File: config.mk
export PLATFORM = sky130hd
export DESIGN_NAME = ser_frame_collector
export DESIGN_NICKNAME = d
export VERILOG_FILES = /design/src/rtl/ser_frame_collector.sv
export SDC_FILE = /design/constraint.sdc
export NUM_CORES = 1
export LEC_CHECK = 0
export CAP_MARGIN = 20
export CORE_MARGIN = 2
export CORE_UTILIZATION = 52
export CTS_CLUSTER_DIAMETER = 100
export DETAILED_ROUTE_END_ITERATION = 10
export HOLD_SLACK_MARGIN = 0.03
export PLACE_DENSITY = 0.81
export SKIP_CTS_REPAIR_TIMING = 1
export SYNTH_ARGS = -nofsm -noshare
export SYNTH_HDL_FRONTEND = slang
export SYNTH_SLANG_ARGS = --single-unit
File: constraint.sdc
create_clock -name clk -period 1.8 [get_ports clk]
set_input_delay 0.27 -clock clk [delete_from_list [all_inputs] [get_ports clk]]
set_output_delay 0.27 -clock clk [all_outputs]
set_load 0.005 [all_outputs]
File: src/rtl/ser_frame_collector.sv
// Serial frame collector: packs each contiguous valid burst of the upstream
// payload stream into a right-justified word and hands it off via valid/ready.
module ser_frame_collector #(
    parameter int DATA_W = 16,
    parameter int LEN_W  = 5
) (
    input  logic              clk,
    input  logic              rst,
    input  logic              clk_en,
    input  logic              ser_in,
    input  logic              ser_in_valid,
    input  logic              frame_ready,
    output logic              frame_valid,
    output logic [DATA_W-1:0] frame_data,
    output logic [LEN_W-1:0]  frame_len,
    output logic              frame_ovf,
    output logic [3:0]        drop_cnt,
    output logic              busy
);

    localparam logic S_IDLE    = 1'b0;
    localparam logic S_COLLECT = 1'b1;

    localparam logic [LEN_W-1:0] MAX_LEN = LEN_W'(DATA_W);

    logic              state;
    logic [DATA_W-1:0] shreg;
    logic [LEN_W-1:0]  cnt;
    logic              ovf;

    logic frame_end;
    logic load_ok;
    logic commit;
    logic drop;

    // A frame ends on the first enabled edge with no qualifier after a burst.
    assign frame_end = clk_en && (state == S_COLLECT) && !ser_in_valid;
    assign load_ok   = !frame_valid || frame_ready;
    assign commit    = frame_end && load_ok;
    assign drop      = frame_end && !load_ok;
    assign busy      = (state == S_COLLECT);

    always_ff @(posedge clk or negedge rst) begin
        if (!rst) begin
            state <= S_IDLE;
            shreg <= '0;
            cnt   <= '0;
            ovf   <= 1'b0;
        end else if (clk_en) begin
            case (state)
                S_IDLE: begin
                    if (ser_in_valid) begin
                        state <= S_COLLECT;
                        shreg <= {{(DATA_W-1){1'b0}}, ser_in};
                        cnt   <= LEN_W'(1);
                        ovf   <= 1'b0;
                    end
                end
                S_COLLECT: begin
                    if (ser_in_valid) begin
                        // Past DATA_W bits the tail is discarded, only flagged.
                        if (cnt < MAX_LEN) begin
                            shreg <= {shreg[DATA_W-2:0], ser_in};
                            cnt   <= cnt + LEN_W'(1);
                        end else begin
                            ovf <= 1'b1;
                        end
                    end else begin
                        state <= S_IDLE;
                        shreg <= '0;
                        cnt   <= '0;
                        ovf   <= 1'b0;
                    end
                end
                default: state <= S_IDLE;
            endcase
        end
    end

    // Holding register runs every edge; only the commit depends on clk_en.
    always_ff @(posedge clk or negedge rst) begin
        if (!rst) begin
            frame_valid <= 1'b0;
            frame_data  <= '0;
            frame_len   <= '0;
            frame_ovf   <= 1'b0;
        end else if (commit) begin
            frame_valid <= 1'b1;
            frame_data  <= shreg;
            frame_len   <= cnt;
            frame_ovf   <= ovf;
        end else if (frame_valid && frame_ready) begin
            frame_valid <= 1'b0;
        end
    end

    always_ff @(posedge clk or negedge rst) begin
        if (!rst) begin
            drop_cnt <= 4'd0;
        end else if (drop && (drop_cnt != 4'hF)) begin
            drop_cnt <= drop_cnt + 4'd1;
        end
    end

endmodule

==> run_results.csv, run 1 <==
group,metric,value,unit
critical_path,critical_path_buf_inv_count,1,
final_layout,drive_above_1_share,0.229,
placement,place_area,0.00248,mm²
critical_path,path_max_fanout,11,
job,maxCapViolations,0,
critical_path,startpoint_type,"flip-flop",
pwr,p_leak,1.23,nW
timing,hold_ws,0.0512,ns
global_routing,grt_max_degree,51,
final_layout,nets,199,
global_routing,grt_pass1_vias,1338,
critical_path,required,1.53,ns
timing,period_share,0.948,
clock_network,htree_levels,2,
status,status,"finished clean",
die,io_pins,34,
final_layout,multi_input_area,729,µm²
die,start_util,0.553,
timing,rsz0062_at_grt,"false",
timing,min_period,1.71,ns
critical_path,cp_top_family,"buffers and inverters",
synthesis,syn-num-nets,156,
final_layout,nFillCells,282,
timing,slew_viol_final,0,
drt,wl_per_cell,15.0,µm
clock_network,cts_buffer_depth,2,
global_routing,grt_overflow,0,
synthesis,yosysWarnings,0,
final_layout,final_area,0.00259,mm²
clock_network,cts_root_buffer,"clkbuf_8",
drt,drc,0,
critical_path,crit_type,"reg -> out",
die,fp.coreArea,0.00374,mm²
placement,dp_slack,-0.0490,ns
critical_path,crit_arrival,1.44,ns
pwr,peakVddDrop,0.588,mV
drt,drtAntennaViolNets,0,
pwr,power,2.34,mW
final_layout,area_growth,25.3,%
drt,drt-total-wl,3590,µm
clock_network,clk_pin_slew,0.09,ns
synthesis,syn_inst,148,
final_layout,regArea,0.00125,mm²
critical_path,slowest_stage,"clkdlybuf4s50_1",
drt,dr.pass1.iters,4,
global_routing,grtUsageTotal,0.186,
drt,drt_iter0_markers,96,
placement,hpwlAfterDp,2510,µm
timing,fin_tns_setup,0,ns
timing,clock_skew,0.00612,ns
min_path,hold_path_class,"in -> async",
drt,vias,1335,
die,die_height,67.1,µm
synthesis,synthesis.area,0.00207,mm²
timing,fmax,586,MHz
clock_network,clock_sinks,50,
synthesis,ys_seq_area_frac,0.604,
timing,tightest_slew,0.604,ns
clock_network,cts_tree,"yes",
critical_path,critical_path.cell_chain,"clkdlybuf4s50_1",
critical_path,critPathCaptureType,"output pin",
synthesis,synth-seq-cells,50,
die,die_w,67.1,µm
die,rows,22,
final_layout,utilization,0.693,
global_routing,grt_pass1_wl,6150,µm
timing,max-slew-margin-rel,0.597,
synthesis,synth_cell_types,32,
timing,setup_violations,0,
placement,port_buffers,33,
drt,vias_per_cell,5.56,
final_layout,stdcell_count,240,
timing,hold_violations,0,
critical_path,max_stage_delay,0.58,ns
synthesis,syn-mean-instance-area,14.0,µm²
clock_network,clk_latency,0.30,ns
die,die-area,0.00450,mm²
timing,worst_slack,0.0932,ns
placement,dp.cells,232,
final_layout,diodes,0,
clock_network,numCtsBuffers,5,
global_routing,antenna_found_initial,0,
placement,gp_congestion,0.892,
pwr,p_per_area,903,mW/mm²
[cell usage in the layout, fill, tap and decap left out, types with 2 or more instances in the layout]
master,count
nand2_1,7
a22o_1,17
ha_1,2
a31oi_1,2
o21ai_0,3
mux2_2,17
mux2_1,8
dfrtp_1,50
a41oi_1,3
a21oi_1,3
clkdlybuf4s50_1,32
and3_1,2
nor2b_1,4
clkbuf_8,5
nand3_1,3
buf_4,13
[worst reg2reg max path, delay by kind of cell (launching register included)]
family | cells | cell delay, ns
mux | 1 | 0.36
simple gates | 2 | 0.43
buf+inv | 1 | 0.21
flops | 1 | 0.56
[logic make-up (layout without fill, tap and decap cells)]
family / Yosys count / in the layout / share of synthesized area
simple gates: 24 / 24 / 0.0677
compound gates: 34 / 34 / 0.128
fa+ha+maj: 2 / 2 / 0.0121
buf+inv: 11 / 55 / 0.0435
mux: 25 / 25 / 0.136
flops: 50 / 50 / 0.604
xor+xnor: 2 / 2 / 0.00846
[report_power, final]
group          switching [mW]  internal [mW]  total [mW]
Combinational           0.125          0.193       0.319
Clock                   0.355          0.414       0.769
Sequential             0.0642           1.19        1.26
[worst paths after layout]
| check | from | to | slack (ns) | cells past startpoint |
|---|---|---|---|---|
| setup / recovery | busy | busy | 0.09 | 1 |
| hold / removal | rst | frame_data[11] | 0.05 | 2 |
| setup reg to reg | busy | frame_len[3] | 0.13 | 4 |
| hold reg to reg | frame_data[1] | frame_data[1] | 0.49 | 1 |
| max in group asynchronous | rst | frame_len[3] | 1.34 | 2 |
| min in group clk | frame_data[1] | frame_data[1] | 0.49 | 1 |
[registers in the layout (all words and copies together), names as in the netlist]
name,flops
drop_cnt,4
frame_data,16
cnt,5
frame_valid,1
frame_ovf,1
busy,1
shreg,16
ovf,1
frame_len,5
[synth_stat cells, drive strengths merged]
library cell	instances	area (µm²)
a211oi	1	7.51
a21oi	3	15.0
a22o	17	149
a22oi	1	7.51
a31o	1	8.76
a31oi	2	12.5
a41oi	3	26.3
and2b	1	7.51
and3	3	23.8
and3b	1	8.76
buf	11	90.1
dfrtp	50	1250
ha	2	25.0
mux2	25	282
nand2	7	26.3
nand3	3	15.0
nor2	1	3.75
nor2b	4	25.0
nor3	1	10.0
o21ai	4	23.8
o21bai	1	7.51
o31ai	1	7.51
or2	2	12.5
or4	1	7.51
xnor2	1	8.76
xor2	1	8.76
[final cells by class]
cell class,instances,share of cell area
timing repair buffer,47,0.171
sequential,50,0.482
clock buffer,6,0.0280
tap,48,0.0232
clock inverter,2,0.0145
multi-input combinational,87,0.281
[routing by layer]
metal  global-route usage  up-vias  part of all wire
met5                    0        -                 0
met4               0.0638        0            0.0089
met3               0.0642        4             0.036
met2                0.287       22              0.49
met1                0.245      683              0.46
li1                     -      626                 -
Note: power is estimated with default switching activity, not from simulation.
==> run 2, diff against run 1 <==
--- a/config.mk
+++ b/config.mk
@@ -6,6 +6,7 @@
 export NUM_CORES = 1
 export LEC_CHECK = 0
 export CAP_MARGIN = 20
+export CORE_ASPECT_RATIO = 1.25
 export CORE_MARGIN = 2
 export CORE_UTILIZATION = 52
 export CTS_CLUSTER_DIAMETER = 100
==> constraint.sdc (replaced) <==
create_clock -name clk -period 1.8 [get_ports clk]
set_input_delay 0.27 -clock clk [delete_from_list [all_inputs] [get_ports clk]]
set_output_delay 0.27 -clock clk [all_outputs]
set_load 0.05 [all_outputs]
==> run_results.csv, run 2 (synthesis results as in run 1) <==
group,metric,value,unit
drt,drtAntennaViolNets,0,
final_layout,diodes,0,
die,rows,25,
die,die_w,60.4,µm
critical_path,max_stage_delay,0.81,ns
timing,min_period,1.75,ns
timing,clock_skew,0.00647,ns
die,die_height,74.6,µm
critical_path,slowest_stage,"clkdlybuf4s50_1",
pwr,p_comb_frac,0.193,
timing,tightest_slew,0.600,ns
timing,fin_tns_setup,0,ns
drt,dr.pass1.iters,4,
global_routing,antenna_found_initial,0,
timing,max-slew-margin-rel,0.600,
pwr,p_leak,1.26,nW
timing,slew_viol_final,0,
final_layout,drive_above_1_share,0.301,
critical_path,path_max_fanout,2,
placement,port_buffers,33,
global_routing,grtUsageTotal,0.188,
min_path,hold_path_class,"in -> async",
pwr,p_clk_frac,0.307,
final_layout,nets,200,
critical_path,critical_path.cell_chain,"clkdlybuf4s50_1",
clock_network,cts_tree,"yes",
final_layout,area_growth,24.6,%
final_layout,largest_registers,"frame_data x16, shreg x16",
pwr,p_seq_frac,0.500,
final_layout,final_cell_mix,"dfrtp_1 (49), buf_4 (26), clkdlybuf4s50_1 (20), a22o_1 (17), mux2_2 (17)",
critical_path,cp_top_family,"buffers and inverters",
critical_path,critical_path_buf_inv_count,1,
die,die-area,0.00451,mm²
clock_network,cts_root_buffer,"clkbuf_8",
clock_network,clk_pin_slew,0.09,ns
drt,drc,0,
placement,dp.cells,239,
timing,period_share,0.971,
critical_path,crit_type,"reg -> out",
pwr,power,2.51,mW
drt,wl_per_cell,14.8,µm
critical_path,critPathCaptureType,"output pin",
pwr,p_per_area,974,mW/mm²
clock_network,numCtsBuffers,5,
status,status,"finished clean",
placement,gp_congestion,0.828,
drt,drt-total-wl,3670,µm
pwr,peakVddDrop,0.782,mV
global_routing,grt_pass1_vias,1382,
global_routing,grt_pass1_wl,6200,µm
drt,drt_iter0_markers,53,
clock_network,htree_levels,2,
clock_network,cts_buffer_depth,2,
die,fp.coreArea,0.00382,mm²
final_layout,layout_commonest_cell,"dfrtp_1",
pwr,p_switching,0.729,mW
global_routing,grt_max_degree,51,
timing,rsz0062_at_grt,"false",
timing,setup_violations,0,
critical_path,crit_arrival,1.48,ns
drt,vias,1350,
timing,fmax,572,MHz
die,start_util,0.543,
critical_path,startpoint_type,"flip-flop",
critical_path,required,1.53,ns
job,maxCapViolations,0,
pwr,intPower,1.78,mW
timing,hold_violations,0,
final_layout,stdcell_count,247,
clock_network,clock_sinks,50,
clock_network,clk_latency,0.30,ns
global_routing,grt_overflow,0,
die,io_pins,34,
drt,vias_per_cell,5.47,
placement,hpwlAfterDp,2580,µm
pwr,switching_share,0.290,
## run 2: changes by cell type in the layout (fill, tap and decap cells not counted)
cell and change:
buf_4 +13, dfrtp_2 +1, clkdlybuf4s50_1 -12, dfrtp_1 -1
## run 2: power groups by stage
| stage | registers [mW] | logic [mW] | clock network (mW) |
|---|---|---|---|
| floorplan | 1.45 | 0.151 | 0 |
| global placement | 1.27 | 0.483 | 0 |
| detailed placement | 1.28 | 0.491 | 0 |
| CTS | 1.26 | 0.492 | 0.787 |
| global route | 1.27 | 0.520 | 0.830 |
| finish | 1.26 | 0.486 | 0.771 |
## run 2: worst paths after layout
check                               from              to  slack (ns)  depth (start not counted)
setup / recovery            frame_len[4]    frame_len[4]        0.05                          1
hold / removal                       rst  frame_data[12]        0.05                          2
setup reg to reg                    busy   frame_data[9]        0.29                          4
hold reg to reg            frame_data[5]   frame_data[5]        0.50                          1
max in group asynchronous            rst            busy        1.30                          2
min in group clk           frame_data[5]   frame_data[5]        0.50                          1
## run 2: per-stage QoR
| stage | setup slack (ns) | hold WS [ns] | util | area, µm² |
|---|---|---|---|---|
| after floorplan | 0.0775 | -0.0256 | - | 2070 |
| after global placement | -0.0407 | 0.393 | 0.647 | 2470 |
| after detailed placement | -0.0653 | 0.403 | 0.647 | 2470 |
| after CTS | 0.0377 | 0.0720 | 0.676 | 2580 |
| after global routing | 0.00527 | 0.106 | 0.676 | 2580 |
| final | 0.0524 | 0.0469 | 0.676 | 2580 |
## run 2: final cells by class
class,count,area [µm²]
repair buffers,48,420
clock buffers,6,72.6
fillers,308,1240
flip-flops and latches,50,1250
clock inverters,2,37.5
well taps,54,67.6
multi-input cells,87,729
## run 2: routing by layer
layer  global-route usage  vias up  wire length (µm)
met5                    0        -                 0
met4               0.0990        0                94
met3               0.0539        9               140
met2                0.301       30              1860
met1                0.229      683              1570
li1                     -      628                 -
==> run 3, diff against run 2 <==
--- a/config.mk
+++ b/config.mk
@@ -6,9 +6,11 @@
 export NUM_CORES = 1
 export LEC_CHECK = 0
 export CAP_MARGIN = 20
+export CELL_PAD_IN_SITES_DETAIL_PLACEMENT = 2
+export CELL_PAD_IN_SITES_GLOBAL_PLACEMENT = 2
 export CORE_ASPECT_RATIO = 1.25
 export CORE_MARGIN = 2
-export CORE_UTILIZATION = 52
+export CORE_UTILIZATION = 36
 export CTS_CLUSTER_DIAMETER = 100
 export DETAILED_ROUTE_END_ITERATION = 10
 export HOLD_SLACK_MARGIN = 0.03
==> run_results.csv, run 3 (synthesis results as in run 1) <==
group,metric,value,unit
timing,slew_viol_final,0,
placement,port_buffers,33,
status,status,"finished clean",
clock_network,numCtsBuffers,5,
final_layout,nets,197,
final_layout,largest_registers,"frame_data x16, shreg x16",
die,die-area,0.00638,mm²
die,die_height,88.8,µm
critical_path,required,1.53,ns
drt,vias,1383,
clock_network,cts_tree,"yes",
timing,max-slew-margin-rel,0.643,
critical_path,crit_start,"frame_data[7]",
die,fp.coreArea,0.00548,mm²
final_layout,diodes,0,
clock_network,clk_latency,0.30,ns
critical_path,path_max_fanout,2,
critical_path,critical_path_buf_inv_count,1,
final_layout,final_area,0.00262,mm²
placement,hpwlAfterDp,3600,µm
clock_network,cts_root_buffer,"clkbuf_8",
timing,hold_violations,0,
pwr,p_per_area,1040,mW/mm²
placement,place_area,0.00245,mm²
die,start_util,0.378,
drt,drc,0,
pwr,p_leak,1.35,nW
critical_path,max_stage_delay,0.81,ns
timing,fmax,573,MHz
global_routing,grt_pass1_vias,1568,
critical_path,crit_type,"reg -> out",
clock_network,htree_levels,2,
timing,rsz0062_at_grt,"false",
timing,setup_violations,0,
critical_path,r2r-start,"busy",
pwr,peakVddDrop,0.430,mV
clock_network,cts_buffer_depth,2,
final_layout,area_growth,26.4,%
die,die_w,71.8,µm
critical_path,cp_top_family,"buffers and inverters",
drt,vias_per_cell,5.44,
critical_path,critPathCaptureType,"output pin",
global_routing,antenna_found_initial,0,
placement,gp_congestion,0.690,
critical_path,slowest_stage,"clkdlybuf4s50_1",
drt,drt-total-wl,5130,µm
drt,dr.pass1.iters,4,
clock_network,clock_sinks,50,
timing,period_share,0.970,
global_routing,grt_max_degree,35,
timing,min_period,1.75,ns
drt,drtAntennaViolNets,0,
critical_path,crit_arrival,1.48,ns
global_routing,grt_overflow,0,
timing,fin_tns_setup,0,ns
timing,clock_skew,0.0107,ns
final_layout,drive_above_1_share,0.311,
timing,tightest_slew,0.534,ns
die,rows,30,
clock_network,clk_pin_slew,0.10,ns
final_layout,final_cell_mix,"dfrtp_1 (49), buf_4 (25), a22o_1 (17), mux2_2 (17), clkdlybuf4s50_1 (12)",
critical_path,critical_path.cell_chain,"clkdlybuf4s50_1",
critical_path,startpoint_type,"flip-flop",
die,io_pins,34,
final_layout,layout_commonest_cell,"dfrtp_1",
global_routing,grt_pass1_wl,8500,µm
drt,wl_per_cell,20.2,µm
drt,drt_iter0_markers,70,
min_path,hold_path_class,"in -> async",
job,maxCapViolations,0,
global_routing,grtUsageTotal,0.180,
## run 3: final timing paths
path                                  to  depth (start not counted)  slack, ns
max in group asynchronous            ovf                          3       0.84
hold / removal             frame_data[3]                          2       0.43
setup / recovery           frame_data[7]                          1       0.05
hold reg to reg             frame_len[2]                          1       0.50
min in group clk            frame_len[2]                          1       0.50
setup reg to reg            frame_len[3]                          4       0.25
## run 3: where the power goes
group,total (mW),internal [mW],switching [mW],leakage (nW)
Sequential,1.26,1.19,0.0691,0.684
Combinational,0.505,0.180,0.325,0.592
Clock,0.958,0.593,0.366,0.0714
## run 3: layout make-up
class / count / area (µm²)
clock buffers: 6 / 82.6
clock inverters: 2 / 60.1
fillers: 532 / 2860
multi-input cells: 87 / 729
flip-flops and latches: 50 / 1250
well taps: 64 / 80.1
repair buffers: 45 / 413
## run 3: metrics by stage
step                power [mW]   util  instances  hold WS, ns  setup WS, ns
global route              2.84  0.478        254        0.454      0.000582
finish                    2.72  0.478        254        0.433        0.0548
global placement          1.76  0.448        245        0.215       -0.0155
CTS                       2.77  0.474        253       -0.109        0.0315
floorplan                 1.60      -        148      -0.0256        0.0775
detailed placement        1.79  0.448        245        0.230       -0.0881
## run 3: metal layers
layer  track usage  part of all wire  vias up  routed length (µm)
met5             0                 0        -                   0
met4        0.0686             0.015        0                  78
met3        0.0353             0.027        4                 139
met2         0.332              0.57       31                2940
met1         0.206              0.38      726                1970
li1              -                 -      622                   -
